`src/rtl/iir_lpf_mc_pkg.sv`:
```
// Shared width derivations and shift clamping for the multi-channel IIR low-pass filter.
package iir_lpf_mc_pkg;

    function automatic int clog2(input int value);
        int result;
        int rem;
        result = 0;
        rem = value - 1;
        while (rem > 0) begin
            result = result + 1;
            rem = rem >> 1;
        end
        return result;
    endfunction

    function automatic int sig_w(input int dat_w, input int shift_max);
        return dat_w + shift_max;
    endfunction

    function automatic int ch_w(input int ch);
        return (clog2(ch) < 1) ? 1 : clog2(ch);
    endfunction

    function automatic int sh_w(input int shift_max);
        return clog2(shift_max + 1);
    endfunction

    function automatic int clamp_shift(input int s, input int shift_max);
        return (s > shift_max) ? shift_max : s;
    endfunction

endpackage

```
`src/rtl/iir_lpf_upd.sv`:
```
// Combinational state update: SIGMA' = SIGMA + ((DAT<<F)>>s) - (SIGMA>>s), or a seed of DAT<<F on load.
module iir_lpf_upd
    import iir_lpf_mc_pkg::*;
#(
    parameter int C_DAT_W     = 8,
    parameter int C_SHIFT_MAX = 8,
    parameter int C_SIGNED    = 0,
    localparam int C_SIG_W    = sig_w(C_DAT_W, C_SHIFT_MAX),
    localparam int C_SH_W     = sh_w(C_SHIFT_MAX)
) (
    input  logic [C_SIG_W-1:0] sigma,
    input  logic [C_DAT_W-1:0] dat,
    input  logic [C_SH_W-1:0]  shift,
    input  logic               load,
    output logic [C_SIG_W-1:0] sigma_next
);

    localparam int EXT_W = C_SIG_W + 1;

    logic [C_SH_W-1:0] s_eff;
    logic [EXT_W-1:0]  sig_ext;
    logic [EXT_W-1:0]  dat_ext;
    logic [EXT_W-1:0]  sig_sh;
    logic [EXT_W-1:0]  dat_sh;

    // One guard bit keeps the intermediate sum exact; the final value always fits C_SIG_W.
    always_comb begin
        s_eff   = C_SH_W'(clamp_shift(int'(shift), C_SHIFT_MAX));
        sig_ext = {1'b0, sigma};
        dat_ext = '0;
        dat_ext[C_SIG_W-1:C_SHIFT_MAX] = dat;
        if (C_SIGNED != 0) begin
            sig_ext[C_SIG_W] = sigma[C_SIG_W-1];
            dat_ext[C_SIG_W] = dat[C_DAT_W-1];
            sig_sh = $signed(sig_ext) >>> s_eff;
            dat_sh = $signed(dat_ext) >>> s_eff;
        end else begin
            sig_sh = sig_ext >> s_eff;
            dat_sh = dat_ext >> s_eff;
        end
        if (load) begin
            sigma_next = dat_ext[C_SIG_W-1:0];
        end else begin
            sigma_next = C_SIG_W'(sig_ext + dat_sh - sig_sh);
        end
    end

endmodule

```
`src/rtl/iir_lpf_mc.sv`:
```
// Time-multiplexed first-order IIR low-pass filter: per-channel state file, one shared
// update datapath, valid/ready input and a single registered output beat with backpressure.
module iir_lpf_mc
    import iir_lpf_mc_pkg::*;
#(
    parameter int C_DAT_W     = 8,
    parameter int C_CH        = 4,
    parameter int C_SHIFT_MAX = 8,
    parameter int C_SIGNED    = 0,
    localparam int C_SIG_W    = sig_w(C_DAT_W, C_SHIFT_MAX),
    localparam int C_CH_W     = ch_w(C_CH),
    localparam int C_SH_W     = sh_w(C_SHIFT_MAX)
) (
    input  logic               CK_i,
    input  logic               RST_i,
    input  logic               EN_CK_i,
    input  logic               CLR_i,
    input  logic               IN_VLD_i,
    output logic               IN_RDY_o,
    input  logic [C_CH_W-1:0]  IN_CH_i,
    input  logic [C_DAT_W-1:0] DAT_i,
    input  logic [C_SH_W-1:0]  SHIFT_i,
    input  logic               LOAD_i,
    output logic               OUT_VLD_o,
    input  logic               OUT_RDY_i,
    output logic [C_CH_W-1:0]  OUT_CH_o,
    output logic [C_DAT_W-1:0] QQ_o,
    output logic [C_SIG_W-1:0] SIGMA_o
);

    logic [C_SIG_W-1:0] state [C_CH];
    logic [C_SIG_W-1:0] cur_sigma;
    logic [C_SIG_W-1:0] next_sigma;
    logic               in_rdy;
    logic               accept;

    // A beat may enter whenever the output slot is empty or being drained this same edge.
    assign in_rdy    = EN_CK_i & ~RST_i & ~CLR_i & (~OUT_VLD_o | OUT_RDY_i);
    assign accept    = IN_VLD_i & in_rdy;
    assign IN_RDY_o  = in_rdy;
    assign cur_sigma = state[IN_CH_i];

    iir_lpf_upd #(
        .C_DAT_W     (C_DAT_W),
        .C_SHIFT_MAX (C_SHIFT_MAX),
        .C_SIGNED    (C_SIGNED)
    ) u_upd (
        .sigma      (cur_sigma),
        .dat        (DAT_i),
        .shift      (SHIFT_i),
        .load       (LOAD_i),
        .sigma_next (next_sigma)
    );

    always_ff @(posedge CK_i) begin
        if (RST_i) begin
            for (int i = 0; i < C_CH; i++) begin
                state[i] <= '0;
            end
            OUT_VLD_o <= 1'b0;
            OUT_CH_o  <= '0;
            QQ_o      <= '0;
            SIGMA_o   <= '0;
        end else if (EN_CK_i) begin
            if (CLR_i) begin
                for (int i = 0; i < C_CH; i++) begin
                    state[i] <= '0;
                end
            end else if (accept) begin
                state[IN_CH_i] <= next_sigma;
            end
            // Clear never touches the output slot, so a pending beat still drains.
            if (accept) begin
                OUT_VLD_o <= 1'b1;
                OUT_CH_o  <= IN_CH_i;
                QQ_o      <= next_sigma[C_SIG_W-1:C_SHIFT_MAX];
                SIGMA_o   <= next_sigma;
            end else if (OUT_RDY_i) begin
                OUT_VLD_o <= 1'b0;
            end
        end
    end

endmodule

```
`config.mk`:
```
export PLATFORM = sky130hd
export DESIGN_NAME = iir_lpf_mc
export DESIGN_NICKNAME = d
export VERILOG_FILES = /design/src/rtl/iir_lpf_mc_pkg.sv /design/src/rtl/iir_lpf_upd.sv /design/src/rtl/iir_lpf_mc.sv
export SDC_FILE = /design/constraint.sdc
export NUM_CORES = 1
export LEC_CHECK = 0
export CAP_MARGIN = 20
export CORE_MARGIN = 2
export CORE_UTILIZATION = 40
export CTS_BUF_LIST = sky130_fd_sc_hd__clkbuf_2 sky130_fd_sc_hd__clkbuf_4 sky130_fd_sc_hd__clkbuf_8
export CTS_CLUSTER_SIZE = 10
export DETAILED_ROUTE_END_ITERATION = 7
export PLACE_DENSITY = 0.65
export SLEW_MARGIN = 20
export SYNTH_ARGS = -nofsm -noshare
export SYNTH_HDL_FRONTEND = slang
export SYNTH_SLANG_ARGS = --single-unit
```
`constraint.sdc`:
```
create_clock -name CK_i -period 6.4 [get_ports CK_i]
set_clock_uncertainty 0.15 [all_clocks]
set_input_delay 0.96 -clock CK_i [delete_from_list [all_inputs] [get_ports CK_i]]
set_output_delay 0.96 -clock CK_i [all_outputs]
set_load 0.05 [all_outputs]
```
-- Word level (Yosys, flattened, before mapping)
Memories as Yosys holds them, arrays and structs flattened.
Index checks and enable logic that the tools add are counted.
- register bits: 27
- memory bits (writable): 64
- input bits: 21
- word-level logic and storage cells: 48
- memories kept: 1
- $add $sub $neg: 2
- order comparisons: 1
- shifts and indexed selects: 2
- mux-type cells: 22
- bitwise logic cells: 12
- reductions and logical operators: 4
- memories (name ; depth ; bits a word ; read ports ; clocked after memory_dff ; write ports ; line ; text):
    state ; 4 ; 16 ; 1 ; 0 ; 4 ; iir_lpf_mc.sv:31 ; logic [C_SIG_W-1:0] state [C_CH];
- operators by type and width (kind ; count):
    2-to-1 mux 16 bit ; 6
    >> shifter 16 x 4 -> 16 bit ; 2
    adder 16 bit ; 1
    OR reduction 16 bit ; 1
    subtractor 16 bit ; 1
    2-to-1 mux 1 bit ; 14
    bitwise OR 1 bit ; 5
    AND 1 bit ; 4
    > comparator 4 bit (second input constant) ; 1
    2-to-1 mux 4 bit ; 1
    AND reduction 2 bit ; 2
    NOT 1 bit ; 3
    2-to-1 mux 2 bit ; 1
    nonzero test 2 bit ; 1

-- Longest topological paths before layout
- depth after elaboration: 12
- depth in mapped cells: 19
- mapped depth without buffers: 16

-- Modules after synthesis
From an unflattened synthesis, not the netlist that was laid out.
- cell total of the unflattened synthesis: 579
- area total of the unflattened synthesis: 5929.4 sq um
- by module, submodules not included (module ; instances ; cells an instance ; area each (sq um)):
    iir_lpf_mc ; 1 ; 268 ; 3713.6
    iir_lpf_upd ; 1 ; 311 ; 2215.9

-- Worst setup path before layout
Ideal clock, no wire load.
- path kind: in2reg
- start: input IN_CH_i[0]
- end: memory state[1][14] in the netlist's numbering (data pin)
- data arrival time: 4570 ps
- data required time: 5991 ps
- path slack: 1421 ps
- stages: 12
- buffers on the path: 2
- cells stage by stage: buf_6 -> buf_6 -> mux4_2 -> mux4_2 -> a221oi_2 -> fa_1 -> ha_1 -> or4_1 -> o21ai_1 -> o21a_1 -> nor4_1 -> a211o_1
- RTL lines (element ; line ; text):
    start, declared ; iir_lpf_mc.sv:20 ; input logic [C_CH_W-1:0] IN_CH_i,
    end, declared ; iir_lpf_mc.sv:31 ;

==> impl_metrics.json <==
{
  "status": "finished, final reports clean",
  "drv_cap": 0,
  "required_ns": 6.34,
  "design.core.area_mm2": 0.01442,
  "clock_sink_count": 83,
  "async_flop_share_pct": 0,
  "fin_nets": 706,
  "end_kind": "flop",
  "cts_buffer_depth": 2,
  "avgSynthCellArea_um2": 9.279,
  "muxShareOfSynthArea_pct": 10.27,
  "grt_usage_pct": 20.60,
  "finalCritPeriodShare_pct": 88.42,
  "yosys.area_share.simple_pct": 19.20,
  "synthesis.nets": 682,
  "critPathLaunchType": "primary input",
  "ys_ff_latch": 83,
  "postCtsSetupBuffers": 0,
  "final_common_cell": "nand2_1",
  "worstPathArrival_ns": 5.60,
  "irDropWorstVdd_uv": 165.1,
  "cts_root_buffer": "clkbuf_8",
  "first_iter_violations": 386,
  "cts_tree": "built",
  "post-dp-hpwl_um": 11820,
  "synth_edf_count": 64,
  "vias_per_cell": 5.814,
  "cts.clk_slew.worst_paths_ns": 0.08,
  "path_class": "primary input to flop",
  "p_per_area_mw_per_mm2": 238.3,
  "rsz0062_at_grt": "no",
  "r2r_cells": 13,
  "wl_per_cell_um": 18.90,
  "grt_first_pass_wirelength_um": 25540,
  "rows": 44,
  "drive_above_1_share_pct": 9.408,
  "r2r_setup_slack_ns": 1.81,
  "route.detailed.drc": 0,
  "synth_xor_area_share_pct": 0.5993,
  "ant_nets": 0,
  "min_to": "SIGMA_o[0]",
  "drtPass1Iterations": 7,
  "slew_headroom_pct": 40.63,
  "hp-start": "SIGMA_o[0]",
  "synth-seq-area-share_pct": 39.38,
  "routed-via-count": 4901,
  "post_cts_resize_count": 0,
  "total_power_mw": 1.577,
  "tightest_slew_ns": 0.8878,
  "grt_max_degree": 35,
  "synth_warnings": 0,
  "die_y_um": 124.9,
  "synth_compound_area_share_pct": 15.97,
  "initial_utilization_pct": 40.53,
  "max_stage_delay_ns": 0.90,
  "finalHoldViolations": 0,
  "fmax_mhz": 176.7,
  "insertion_delay_ns": 0.36,
  "routabilityCongestion": 0.9445,
  "grt-ovfl-total": 0,
  "setup_viol": 0,
  "regToRegEndpoint": "state[2][15]",
  "min_path_type": "flop to flop",
  "slowest_stage": "clkdlybuf4s50_1",
  "die-width_um": 124.9,
  "leakagePower_nw": 2.476,
  "ioPinCount": 49,
  "synth.distinct_cells": 63,
  "slew_viol_final": 0,
  "r2r_start": "state[3][6]",
  "first_global_vias": 4852,
  "hold_depth": 2,
  "area_growth_pct": 13.23,
  "io_buffers": 48,
  "synth_top_family_by_area": "simple AND/OR/NAND/NOR gates",
  "dieArea_mm2": 0.01560,
  "final_cell_mix": "91 x nand2_1, 78 x nor2_1, 64 x edfxtp_1",
  "synth_ff_type": "edfxtp_1",
  "cp_max_fo": 13,
  "num_antenna_cells": 0,
  "crit_chain": "clkdlybuf4s50_1 > mux4_2 > mux4_2 > inv_1 > o22ai_1 > a21oi_1 > fa_1 > ha_1 > a21oi_1 > nand4b_1 > a211o_1 > a21o_1 > a311oi_2 > nor2_1",
  "drt-total-wl_um": 15930,
  "cts_buffers": 9,
  "synth_cells": 630,
  "antenna_found_initial": 0,
  "period_needed_ns": 5.659,
  "netlist_area_mm2": 0.005846,
  "tns_ns": 0,
  "synth_fa_ha_area_share_pct": 8.562,
  "utilization_pct": 45.89,
  "htreeDepth": 3,
  "cts-hold-fix-buffers": 0
}
==> power breakdown <==
group	total [mW]	leakage, nW	switching [mW]	internal (mW)
Sequential	0.616	0.839	0.00884	0.607
Clock	0.342	0.0829	0.193	0.148
Combinational	0.620	1.55	0.384	0.236
==> per-layer routing <==
metal  vias to the layer above  global-route usage [%]  wire length (um)
met5                         -                       0                 0
met4                         0                   6.144               267
met3                        29                   3.436              1042
met2                       206                   33.69              7526
met1                      2353                   28.29              7095
li1                       2313                       -                 -
==> synth_stat cells (all sizes together) (4+ instances only) <==
library cell  count  share of area, %
nor2             78               5.0
nand2            91               5.8
mux2i            15               2.6
o22ai             7              0.75
mux4             18               6.9
nand3b            4              0.51
fa               15               5.1
a211o             5              0.75
mux2              4              0.77
nand2b           11               1.2
a21o             11               1.4
nor4              5              0.54
ha               16               3.4
a211oi            4              0.51
o21ai            32               2.7
edfxtp           64                33
or2               5              0.54
nor3             21               1.8
nand4             4              0.43
and3              6              0.64
a31oi             4              0.43
dfxtp            19               6.5
buf              18               2.2
a21oi            53               4.5
clkbuf           33               2.1
o21a              4              0.51
inv              27               1.7
nor2b             6              0.64
nand3             8              0.68
o211ai            5              0.64
==> how the worst max path moves through the flow <==
| stage | slack [ns] | cells after the start | endpoint | from |
|---|---|---|---|---|
| after CTS | 0.77 | 14 | state[0][15] | IN_CH_i[1] |
| final | 0.74 | 14 | state[2][15] | IN_CH_i[1] |
| after global placement | 0.40 | 14 | state[2][14] | IN_CH_i[1] |
| after detailed placement | 0.40 | 11 | state[2][14] | IN_CH_i[1] |
| after global routing | 0.52 | 16 | state[2][15] | IN_CH_i[1] |
| after floorplan | 1.42 | 12 | state[1][14] | IN_CH_i[0] |
==> layout make-up <==
cell class / instances / area [um^2]
clock buffers: 10 / 131.4
clock inverters: 6 / 48.80
fillers: 1392 / 7805
inverters: 27 / 101.3
multi-input cells: 469 / 3192
flip-flops and latches: 83 / 2302
well taps: 184 / 230.2
repair buffers: 64 / 613.1
==> sequential cells by signal, indices dropped and copies added, names as in the netlist <==
register	cells
SIGMA_o	8
state	64
OUT_VLD_o	1
OUT_CH_o	2
QQ_o	8
==> cells by family after synthesis <==
family,Yosys count
and+or+nand+nor,249
AOI/OAI and AO/OA,148
DFF,83
buffers and inverters,78
muxes,37
adders and majority gates,31
xor gates and xnor gates,4
==> metrics by stage <==
stage	area [um^2]	hold slack, ns	worst slack (ns)	instances
6_report	6619	0.3092	0.7412	843
5_1_grt	6619	0.3420	0.5151	843
4_1_cts	6619	0.3132	0.7655	843
3_5_place_dp	6439	0.3022	0.4049	827
3_3_place_gp	6439	0.2977	0.4001	827
2_1_floorplan	5846	0.5254	1.421	630
==> worst max-delay path: cells and delay by family <==
kind,cells,cell delay [ns]
AO/OA/AOI/OAI,6,1.41
multiplexers,2,1.05
buffers and inverters,2,0.98
adder cells (fa/ha/maj),2,0.81
AND/OR/NAND/NOR,2,0.40
(Power assumes the default switching activity.)
